--- src/rtl/game_result_latch.sv ---
// Round/match result latch for N-player tic-tac-toe: first winner locks out later claims,
// draws are counted, match ends at WIN_TARGET. Optional macro GAME_RESULT_TIE_DRAW_EN scores simultaneous claims as a draw.
module game_result_latch #(
    parameter int N_PLAYERS  = 2,
    parameter int SCORE_W    = 4,
    parameter int WIN_TARGET = 3,
    localparam int ID_W      = (N_PLAYERS > 2) ? $clog2(N_PLAYERS) : 1
) (
    input  logic                           i_clk,
    input  logic                           i_reset,
    input  logic [N_PLAYERS-1:0]           i_player_win,
    input  logic                           i_board_full,
    input  logic                           i_new_game,
    input  logic                           i_clear_match,
    output logic [N_PLAYERS-1:0]           o_winner,
    output logic [ID_W-1:0]                o_winner_id,
    output logic                           o_draw,
    output logic                           o_game_over,
    output logic                           o_match_over,
    output logic [N_PLAYERS*SCORE_W-1:0]   o_scores,
    output logic [SCORE_W-1:0]             o_draw_count
);

    typedef enum logic [1:0] {ST_PLAY, ST_WIN, ST_DRAW, ST_MATCH_OVER} state_t;

    localparam logic [SCORE_W-1:0] TARGET = SCORE_W'(WIN_TARGET);

    state_t               r_state, w_state_next;
    logic [N_PLAYERS-1:0] r_winner, w_winner_next;
    logic [ID_W-1:0]      r_winner_id, w_winner_id_next;
    logic                 r_draw, w_draw_next;
    logic                 r_game_over, r_match_over;
    logic [SCORE_W-1:0]   r_scores [N_PLAYERS];
    logic [SCORE_W-1:0]   w_scores_next [N_PLAYERS];
    logic [SCORE_W-1:0]   r_draw_count, w_draw_count_next;

    logic [N_PLAYERS-1:0] w_win_onehot;
    logic [ID_W-1:0]      w_win_idx;
    logic [SCORE_W-1:0]   w_win_score;
    logic                 w_any_win;
    logic                 w_tie;

    function automatic logic [SCORE_W-1:0] f_sat_inc(input logic [SCORE_W-1:0] v);
        return (v == {SCORE_W{1'b1}}) ? v : v + SCORE_W'(1);
    endfunction

    assign w_any_win    = |i_player_win;
    // Two's-complement trick isolates the lowest set claim.
    assign w_win_onehot = i_player_win & (~i_player_win + N_PLAYERS'(1));

`ifdef GAME_RESULT_TIE_DRAW_EN
    assign w_tie = |(i_player_win & (i_player_win - N_PLAYERS'(1)));
`else
    assign w_tie = 1'b0;
`endif

    always_comb begin
        w_win_idx = '0;
        for (int i = N_PLAYERS - 1; i >= 0; i--) begin
            if (i_player_win[i]) w_win_idx = ID_W'(i);
        end
    end

    assign w_win_score = f_sat_inc(r_scores[w_win_idx]);

    always_comb begin
        w_state_next      = r_state;
        w_winner_next     = r_winner;
        w_winner_id_next  = r_winner_id;
        w_draw_next       = r_draw;
        w_scores_next     = r_scores;
        w_draw_count_next = r_draw_count;
        if (i_clear_match) begin
            w_state_next      = ST_PLAY;
            w_winner_next     = '0;
            w_winner_id_next  = '0;
            w_draw_next       = 1'b0;
            w_draw_count_next = '0;
            for (int i = 0; i < N_PLAYERS; i++) w_scores_next[i] = '0;
        end else begin
            case (r_state)
                ST_PLAY: begin
                    // A real win outranks board_full; new_game is meaningless mid-round.
                    if (w_any_win && !w_tie) begin
                        w_winner_next            = w_win_onehot;
                        w_winner_id_next         = w_win_idx;
                        w_scores_next[w_win_idx] = w_win_score;
                        w_state_next = (w_win_score == TARGET) ? ST_MATCH_OVER : ST_WIN;
                    end else if (w_tie || i_board_full) begin
                        w_draw_next       = 1'b1;
                        w_draw_count_next = f_sat_inc(r_draw_count);
                        w_state_next      = ST_DRAW;
                    end
                end
                ST_WIN, ST_DRAW: begin
                    if (i_new_game) begin
                        w_state_next     = ST_PLAY;
                        w_winner_next    = '0;
                        w_winner_id_next = '0;
                        w_draw_next      = 1'b0;
                    end
                end
                default: ;
            endcase
        end
    end

    always_ff @(posedge i_clk) begin
        if (!i_reset) begin
            r_state      <= ST_PLAY;
            r_winner     <= '0;
            r_winner_id  <= '0;
            r_draw       <= 1'b0;
            r_game_over  <= 1'b0;
            r_match_over <= 1'b0;
            r_draw_count <= '0;
            for (int i = 0; i < N_PLAYERS; i++) r_scores[i] <= '0;
        end else begin
            r_state      <= w_state_next;
            r_winner     <= w_winner_next;
            r_winner_id  <= w_winner_id_next;
            r_draw       <= w_draw_next;
            r_game_over  <= (w_state_next != ST_PLAY);
            r_match_over <= (w_state_next == ST_MATCH_OVER);
            r_draw_count <= w_draw_count_next;
            r_scores     <= w_scores_next;
        end
    end

    assign o_winner     = r_winner;
    assign o_winner_id  = r_winner_id;
    assign o_draw       = r_draw;
    assign o_game_over  = r_game_over;
    assign o_match_over = r_match_over;
    assign o_draw_count = r_draw_count;

    generate
        for (genvar gi = 0; gi < N_PLAYERS; gi++) begin : g_score_pack
            assign o_scores[gi*SCORE_W +: SCORE_W] = r_scores[gi];
        end
    endgenerate

endmodule

--- config.mk ---
export PLATFORM = sky130hd
export DESIGN_NAME = game_result_latch
export DESIGN_NICKNAME = d
export VERILOG_FILES = /design/src/rtl/game_result_latch.sv
export SDC_FILE = /design/constraint.sdc
export NUM_CORES = 1
export LEC_CHECK = 0
export BUFFER_PORTS_ARGS = -buffer_cell sky130_fd_sc_hd__buf_4
export CELL_PAD_IN_SITES_DETAIL_PLACEMENT = 0
export CELL_PAD_IN_SITES_GLOBAL_PLACEMENT = 1
export CORE_ASPECT_RATIO = 0.9
export CORE_MARGIN = 2
export CORE_UTILIZATION = 38
export DETAILED_ROUTE_END_ITERATION = 8
export HOLD_SLACK_MARGIN = 0.15
export PLACE_DENSITY = 0.75
export SYNTH_ARGS = -nofsm -noshare
export SYNTH_HDL_FRONTEND = slang
export SYNTH_SLANG_ARGS = --single-unit
--- constraint.sdc ---
create_clock -name i_clk -period 2.2 [get_ports i_clk]
set_input_delay 0.22 -clock i_clk [delete_from_list [all_inputs] [get_ports i_clk]]
set_output_delay 0.22 -clock i_clk [all_outputs]
set_load 0.01 [all_outputs]
==> impl_metrics.py, run 1 <==
metrics = {
    "status": {
        "run_status": "finished, final reports clean",
    },
    "power_and_ir_drop": {
        "pwr_density_cell_nw_per_um2": 520,
        "p_leak_uw": 0.000534,
        "power_report.internal_total_uw": 477,
        "p_switching_uw": 174,
        "clock_power_share": 0.269,
        "switching_share": 0.268,
        "power.share.sequential": 0.557,
        "power.share.combinational": 0.174,
        "ir_worst_vdd_v": 0.000394,
        "total_power_uw": 652,
    },
    "cts": {
        "cts-buffers-inserted": 3,
        "insertion_delay_ns": 0.29,
        "cts_max_path_buffers": 2,
        "worst_setup_hold_path_clk_slew_ns": 0.10,
        "cts.hold.buffers_added": 0,
        "h-tree-depth": 1,
        "cts_resized": 0,
        "cts_setup_buffers": 0,
        "clock_sinks": 19,
        "cts_root_buf": "sky130_fd_sc_hd__clkbuf_4",
        "cts_tree": "yes",
    },
    "synthesis": {
        "synth_seq_area_share": 0.364,
        "number_of_distinct_standard_cells_referenced_by_the_synthesized_netlist": 40,
        "cells_after_synthesis": 122,
        "synth_enable_flop_cells": 0,
        "ys.flop_type": "sky130_fd_sc_hd__dfxtp_1",
        "syn-cell-area_um2": 1040,
        "mappedNetlistNets": 133,
        "syn-mean-instance-area_um2": 8.56,
        "yosys_register_bits": 19,
        "ys_async_sr_fraction": 0,
        "yosys_warnings": 0,
    },
    "global_routing": {
        "grt_overflow_total": 0,
        "first_pass_grt_wire_length_um": 3830,
        "via_count_of_the_first_global_routing_pass": 804,
        "grt_start_max_net_pins": 20,
        "antenna_found_initial": 0,
        "global_route.usage.total": 0.161,
    },
    "drt": {
        "detailroute.wirelength.met2_um": 1040,
        "met3WireLength_um": 110,
        "highest_layer": "met4",
        "dr_total_vias": 944,
        "drt_first_pass_iters": 4,
        "drt-total-wl_um": 2270,
        "detail_route.wl_per_cell_um": 13.0,
        "initialDrtViolationCount": 36,
        "detail_route.vias_per_cell": 5.43,
        "drt-met1-wl_um": 1100,
        "number_of_nets_still_failing_antenna_checks_after_routing": 0,
        "drc_errors": 0,
    },
    "critical_path": {
        "critical_path.max_fanout": 12,
        "timing.critical_path.slowest_cell_delay_ns": 0.42,
        "critical_path.startpoint_type": "flip-flop",
        "timing_worst_setup_path_type": "flip-flop to flip-flop",
        "critical_path.most_common_cell": "sky130_fd_sc_hd__inv_1",
        "critical_path_arrival_ns": 2.06,
        "path_cells": "inv_1, ha_1, inv_1, nor4_1, nand4_1, a211oi_2",
        "crit_path_top_delay_cell": "sky130_fd_sc_hd__ha_1",
        "cp-end-kind": "flip-flop",
        "timing.critical_path.required_ns": 2.42,
    },
    "min_path": {
        "holdCritPathClass": "input pin to flip-flop",
    },
    "sta": {
        "clock-skew-final_ns": 0.00175,
        "timing.final.setup_violations": 0,
        "worstMarginPinSlew_ns": 0.759,
        "relSlewSlack": 0.494,
        "post-route-min-period_ns": 1.84,
        "post-route-period-util": 0.838,
        "timing_hold_violations_final": 0,
        "rsz0062_at_grt": "false",
        "timing_max_transition_violations_final": 0,
        "clock.fmax_mhz": 543,
        "timing.setup.tns_ns": 0,
    },
    "final_layout": {
        "antenna_cells": 0,
        "fin_util": 0.467,
        "number_of_nets_in_the_layout": 156,
        "sequential_cell_area_um2": 380,
        "area_growth_pct": 19.9,
        "multi_input_comb_area_um2": 602,
        "num-fill-cells": 285,
        "layout-drive-gt1-share": 0.236,
    },
    "placed_design": {
        "port_bufs": 24,
        "gpl.final_weighted_congestion": 0.774,
        "dp_hpwl_um": 1670,
    },
    "floorplan": {
        "ioPinCount": 25,
        "core_area_um2": 2680,
        "die_width_um": 59.3,
        "initial_utilization": 0.390,
        "dieHeight_um": 53.7,
        "number_of_rows_created_at_floorplan": 18,
        "die_area_um2": 3190,
    },
    "run": {
        "timing.max_cap.violations": 0,
    },
}
-- power groups by stage --
stage	clock network (uW)	logic (uW)	registers [uW]
floorplan	0	77.9	373
global placement	0	113	370
detailed placement	0	114	371
CTS	187	114	363
global route	204	127	365
finish	175	113	363
-- area by class of cell --
type,instances,share of cell area
clock buffers,4,0.0210
inverters,7,0.0210
multi-input cells,90,0.481
flip-flops and latches,19,0.304
well taps,30,0.0300
repair buffers,24,0.144
-- placed cells by master, fill, tap and decap left out, types with 4 or more instances in the layout --
cell type,count
sky130_fd_sc_hd__nand2b_1,4
sky130_fd_sc_hd__nand3_1,5
sky130_fd_sc_hd__ha_1,4
sky130_fd_sc_hd__nor2_1,19
sky130_fd_sc_hd__nor3_1,6
sky130_fd_sc_hd__mux2i_1,4
sky130_fd_sc_hd__nand2_1,8
sky130_fd_sc_hd__inv_1,7
sky130_fd_sc_hd__buf_4,24
sky130_fd_sc_hd__dfxtp_1,19
sky130_fd_sc_hd__a21oi_1,5
-- registers in the layout (all words and copies together), names as in the netlist --
register / flops
o_match_over: 1
r_state: 2
o_draw: 1
o_winner_id: 1
o_draw_count: 4
o_scores: 8
o_winner: 1
o_game_over: 1
-- metal layers --
layer | up-vias | global-route usage
met5 | - | 0
met4 | 0 | 0.0341
met3 | 2 | 0.0529
met2 | 19 | 0.242
met1 | 447 | 0.224
li1 | 476 | -
-- worst max-delay path, delay by kind of cell (launching register included) --
family / cells / cell delay (ns)
compound gates: 1 / 0.24
fa+ha+maj: 1 / 0.42
flops: 1 / 0.33
simple gates: 2 / 0.53
buf+inv: 2 / 0.26
-- stage by stage --
stage	std cells	hold slack (ns)	setup WS, ns	area, um^2
2_1_floorplan	122	0.520	0.585	1040
3_3_place_gp	170	0.491	0.359	1230
3_5_place_dp	170	0.504	0.222	1230
4_1_cts	174	0.301	0.322	1250
5_1_grt	174	0.323	0.206	1250
6_report	174	0.307	0.357	1250
-- worst paths after layout --
kind                   start      endpoint  slack [ns]  cells after the start
min reg2reg           o_draw        o_draw        0.51                      2
max               r_state[0]  o_match_over        0.36                      6
max reg2reg       r_state[0]  o_match_over        0.36                      6
min          i_player_win[0]   o_scores[2]        0.31                      3
-- synthesized netlist by cell type (2+ instances only) --
master / number / area [um^2]
sky130_fd_sc_hd__dfxtp_1: 19 / 380
sky130_fd_sc_hd__nor2_1: 19 / 71.3
sky130_fd_sc_hd__nand2_1: 8 / 30.0
sky130_fd_sc_hd__inv_1: 7 / 26.3
sky130_fd_sc_hd__nor3_1: 6 / 30.0
sky130_fd_sc_hd__a21oi_1: 5 / 25.0
sky130_fd_sc_hd__nand3_1: 5 / 25.0
sky130_fd_sc_hd__ha_1: 4 / 50.1
sky130_fd_sc_hd__mux2i_1: 4 / 40.0
sky130_fd_sc_hd__nand2b_1: 4 / 25.0
sky130_fd_sc_hd__a211oi_1: 3 / 22.5
sky130_fd_sc_hd__xor2_1: 3 / 26.3
sky130_fd_sc_hd__a211oi_2: 2 / 25.0
sky130_fd_sc_hd__a31oi_1: 2 / 12.5
sky130_fd_sc_hd__buf_2: 2 / 10.0
sky130_fd_sc_hd__clkbuf_1: 2 / 7.51
sky130_fd_sc_hd__nand3b_1: 2 / 15.0
sky130_fd_sc_hd__nand4_1: 2 / 12.5
sky130_fd_sc_hd__nor2b_1: 2 / 12.5
-- cell families after synthesis --
logic type | count (synthesis) | share of synthesized area
adders and majority gates | 4 | 0.0479
xor gates and xnor gates | 4 | 0.0335
muxes | 5 | 0.0599
and+or+nand+nor | 55 | 0.275
DFF | 19 | 0.364
AOI/OAI and AO/OA | 22 | 0.159
buffers and inverters | 13 | 0.0599
No activity file was read; power rests on OpenSTA's default activity.
==> run 2, diff against run 1 <==
--- a/config.mk
+++ b/config.mk
@@ -10,10 +10,10 @@
 export CELL_PAD_IN_SITES_GLOBAL_PLACEMENT = 1
 export CORE_ASPECT_RATIO = 0.9
 export CORE_MARGIN = 2
-export CORE_UTILIZATION = 38
+export CORE_UTILIZATION = 34
 export DETAILED_ROUTE_END_ITERATION = 8
 export HOLD_SLACK_MARGIN = 0.15
-export PLACE_DENSITY = 0.75
+export PLACE_DENSITY = 0.71
 export SYNTH_ARGS = -nofsm -noshare
 export SYNTH_HDL_FRONTEND = slang
 export SYNTH_SLANG_ARGS = --single-unit
==> constraint.sdc (replaced) <==
create_clock -name i_clk -period 1.64 [get_ports i_clk]
set_input_delay 0.164 -clock i_clk [delete_from_list [all_inputs] [get_ports i_clk]]
set_output_delay 0.164 -clock i_clk [all_outputs]
set_load 0.01 [all_outputs]
==> run 2 against run 1 <==
Against the previous run: non-clock buffer count is 14 higher; core utilization hardly changed; clock skew is 0.012 ns higher; critical path depth stayed put; total power is 41% higher; fmax is 25% higher; cell count is 15% higher; worst hold slack better by 0.00068 ns; combinational power is 61% higher; critical endpoint unchanged; largest power group unchanged.
==> impl_metrics.py, run 2 (synthesis results as in run 1) <==
metrics = {
    "status": {
        "run_status": "finished, final reports clean",
    },
    "sta": {
        "timing_hold_violations_final": 0,
        "clock.fmax_mhz": 679,
        "worstMarginPinSlew_ns": 0.386,
        "post-route-min-period_ns": 1.47,
        "timing_max_transition_violations_final": 0,
        "rsz0062_at_grt": "false",
        "clock-skew-final_ns": 0.0136,
        "fin_ws_ns": 0.168,
        "timing.final.setup_violations": 0,
        "post-route-period-util": 0.898,
        "relSlewSlack": 0.742,
        "timing.setup.tns_ns": 0,
    },
    "final_layout": {
        "most_frequent_standard_cell_in_the_layout_excluding_fill_and_tap_cells": "sky130_fd_sc_hd__buf_4",
        "number_of_nets_in_the_layout": 170,
        "area_growth_pct": 33.9,
        "fin_util": 0.467,
        "design_area_um2": 1400,
        "layout.cells.most_common_list": "sky130_fd_sc_hd__buf_4, sky130_fd_sc_hd__nor2_1, sky130_fd_sc_hd__dfxtp_1, sky130_fd_sc_hd__nand2_1, sky130_fd_sc_hd__inv_1",
        "num-fill-cells": 319,
        "antenna_cells": 0,
        "largest_register_ffs": 8,
        "layout-drive-gt1-share": 0.354,
    },
    "drt": {
        "drc_errors": 0,
        "initialDrtViolationCount": 56,
        "detail_route.wl_per_cell_um": 12.1,
        "number_of_nets_still_failing_antenna_checks_after_routing": 0,
        "drt_first_pass_iters": 4,
        "dr_total_vias": 977,
        "detail_route.vias_per_cell": 4.89,
        "drt-total-wl_um": 2410,
    },
    "cts": {
        "worst_setup_hold_path_clk_slew_ns": 0.12,
        "cts_resized": 0,
        "h-tree-depth": 1,
        "cts-buffers-inserted": 3,
        "cts_max_path_buffers": 2,
        "cts_root_buf": "sky130_fd_sc_hd__clkbuf_4",
        "cts.hold.buffers_added": 0,
        "clock_sinks": 19,
        "insertion_delay_ns": 0.31,
        "cts_setup_buffers": 0,
        "cts_tree": "yes",
    },
    "floorplan": {
        "initial_utilization": 0.349,
        "number_of_rows_created_at_floorplan": 19,
        "dieHeight_um": 56.6,
        "die_area_um2": 3530,
        "die_width_um": 62.4,
        "core_area_um2": 3000,
        "ioPinCount": 25,
    },
    "min_path": {
        "timing.hold.worst_path_depth": 4,
        "source_of_the_worst_hold_timing_path": "i_reset",
        "holdCritPathClass": "input pin to flip-flop",
        "whs_endpoint": "o_scores[0]",
    },
    "placed_design": {
        "dp_slack_ns": -0.0473,
        "gpl.final_weighted_congestion": 0.816,
        "port_bufs": 24,
        "dp_hpwl_um": 1820,
        "placement.cell_area_um2": 1350,
    },
    "critical_path": {
        "critical_path.startpoint_type": "flip-flop",
        "timing.critical_path.slowest_cell_delay_ns": 0.37,
        "critical_path.max_fanout": 4,
        "timing.critical_path.required_ns": 1.87,
        "critical_path_arrival_ns": 1.70,
        "crit_path_top_delay_cell": "sky130_fd_sc_hd__dfxtp_1",
        "rrSetupSlack_ns": 0.17,
        "critical_path.reg2reg.endpoint": "o_match_over",
        "path_cells": "inv_1, ha_2, nor2b_4, a211o_1, o21ai_1, a211oi_2",
        "worstRegToRegCells": 6,
        "critical_path.reg2reg.startpoint": "r_state[1]",
        "timing_worst_setup_path_type": "flip-flop to flip-flop",
        "cp-end-kind": "flip-flop",
    },
    "global_routing": {
        "first_pass_grt_wire_length_um": 4170,
        "grt_overflow_total": 0,
        "global_route.usage.total": 0.148,
        "antenna_found_initial": 0,
        "grt_start_max_net_pins": 20,
        "via_count_of_the_first_global_routing_pass": 922,
    },
    "power_and_ir_drop": {
        "p_leak_uw": 0.000602,
        "ir_worst_vdd_v": 0.000365,
        "pwr_density_cell_nw_per_um2": 657,
    },
    "run": {
        "timing.max_cap.violations": 0,
    },
}
[run 2: area by class of cell]
cell class                 count  area, um^2  area share
timing repair buffer          38         285       0.204
sequential                    19         384       0.275
multi-input combinational     90         621       0.444
tap                           42        52.6      0.0376
inverter                       7        26.3      0.0188
clock buffer                   3        22.5      0.0161
clock inverter                 1        7.51     0.00537
[run 2: worst max-delay path: cells and delay by family (launching register included)]
| kind | cells | cell delay (ns) |
|---|---|---|
| simple gates | 1 | 0.18 |
| flops | 1 | 0.37 |
| fa+ha+maj | 1 | 0.33 |
| buf+inv | 1 | 0.06 |
| compound gates | 3 | 0.45 |
[run 2: worst max-delay path by stage]
stage / from / to / slack [ns] / cells after the start
floorplan: i_player_win[1] / o_match_over / 0.08 / 9
global placement: i_player_win[0] / o_match_over / 0.02 / 9
detailed placement: i_player_win[0] / o_match_over / -0.05 / 9
CTS: o_scores[1] / o_match_over / 0.01 / 7
global route: o_scores[5] / o_match_over / 0.01 / 7
finish: r_state[1] / o_match_over / 0.17 / 6
[run 2: stage by stage]
step           hold WS, ns  power [uW]  cells
2_1_floorplan        0.468         604    122
3_3_place_gp         0.488         672    196
3_5_place_dp         0.495         673    196
4_1_cts              0.301         930    200
5_1_grt              0.310         979    200
6_report             0.308         918    200
[run 2: metal layers]
layer / global-route usage / routed length, um
met5: 0 / 0
met2: 0.224 / 1040
met4: 0.0381 / 21
met3: 0.0401 / 97
met1: 0.208 / 1250
[run 2: where the power goes]
group / leakage (uW) / switching [uW] / internal (uW) / total, uW
Combinational: 0.000432 / 88.4 / 93.5 / 182
Sequential: 0.000156 / 10.9 / 475 / 486
Clock: 0.0000139 / 158 / 93.1 / 251
Total: 0.000602 / 257 / 661 / 918
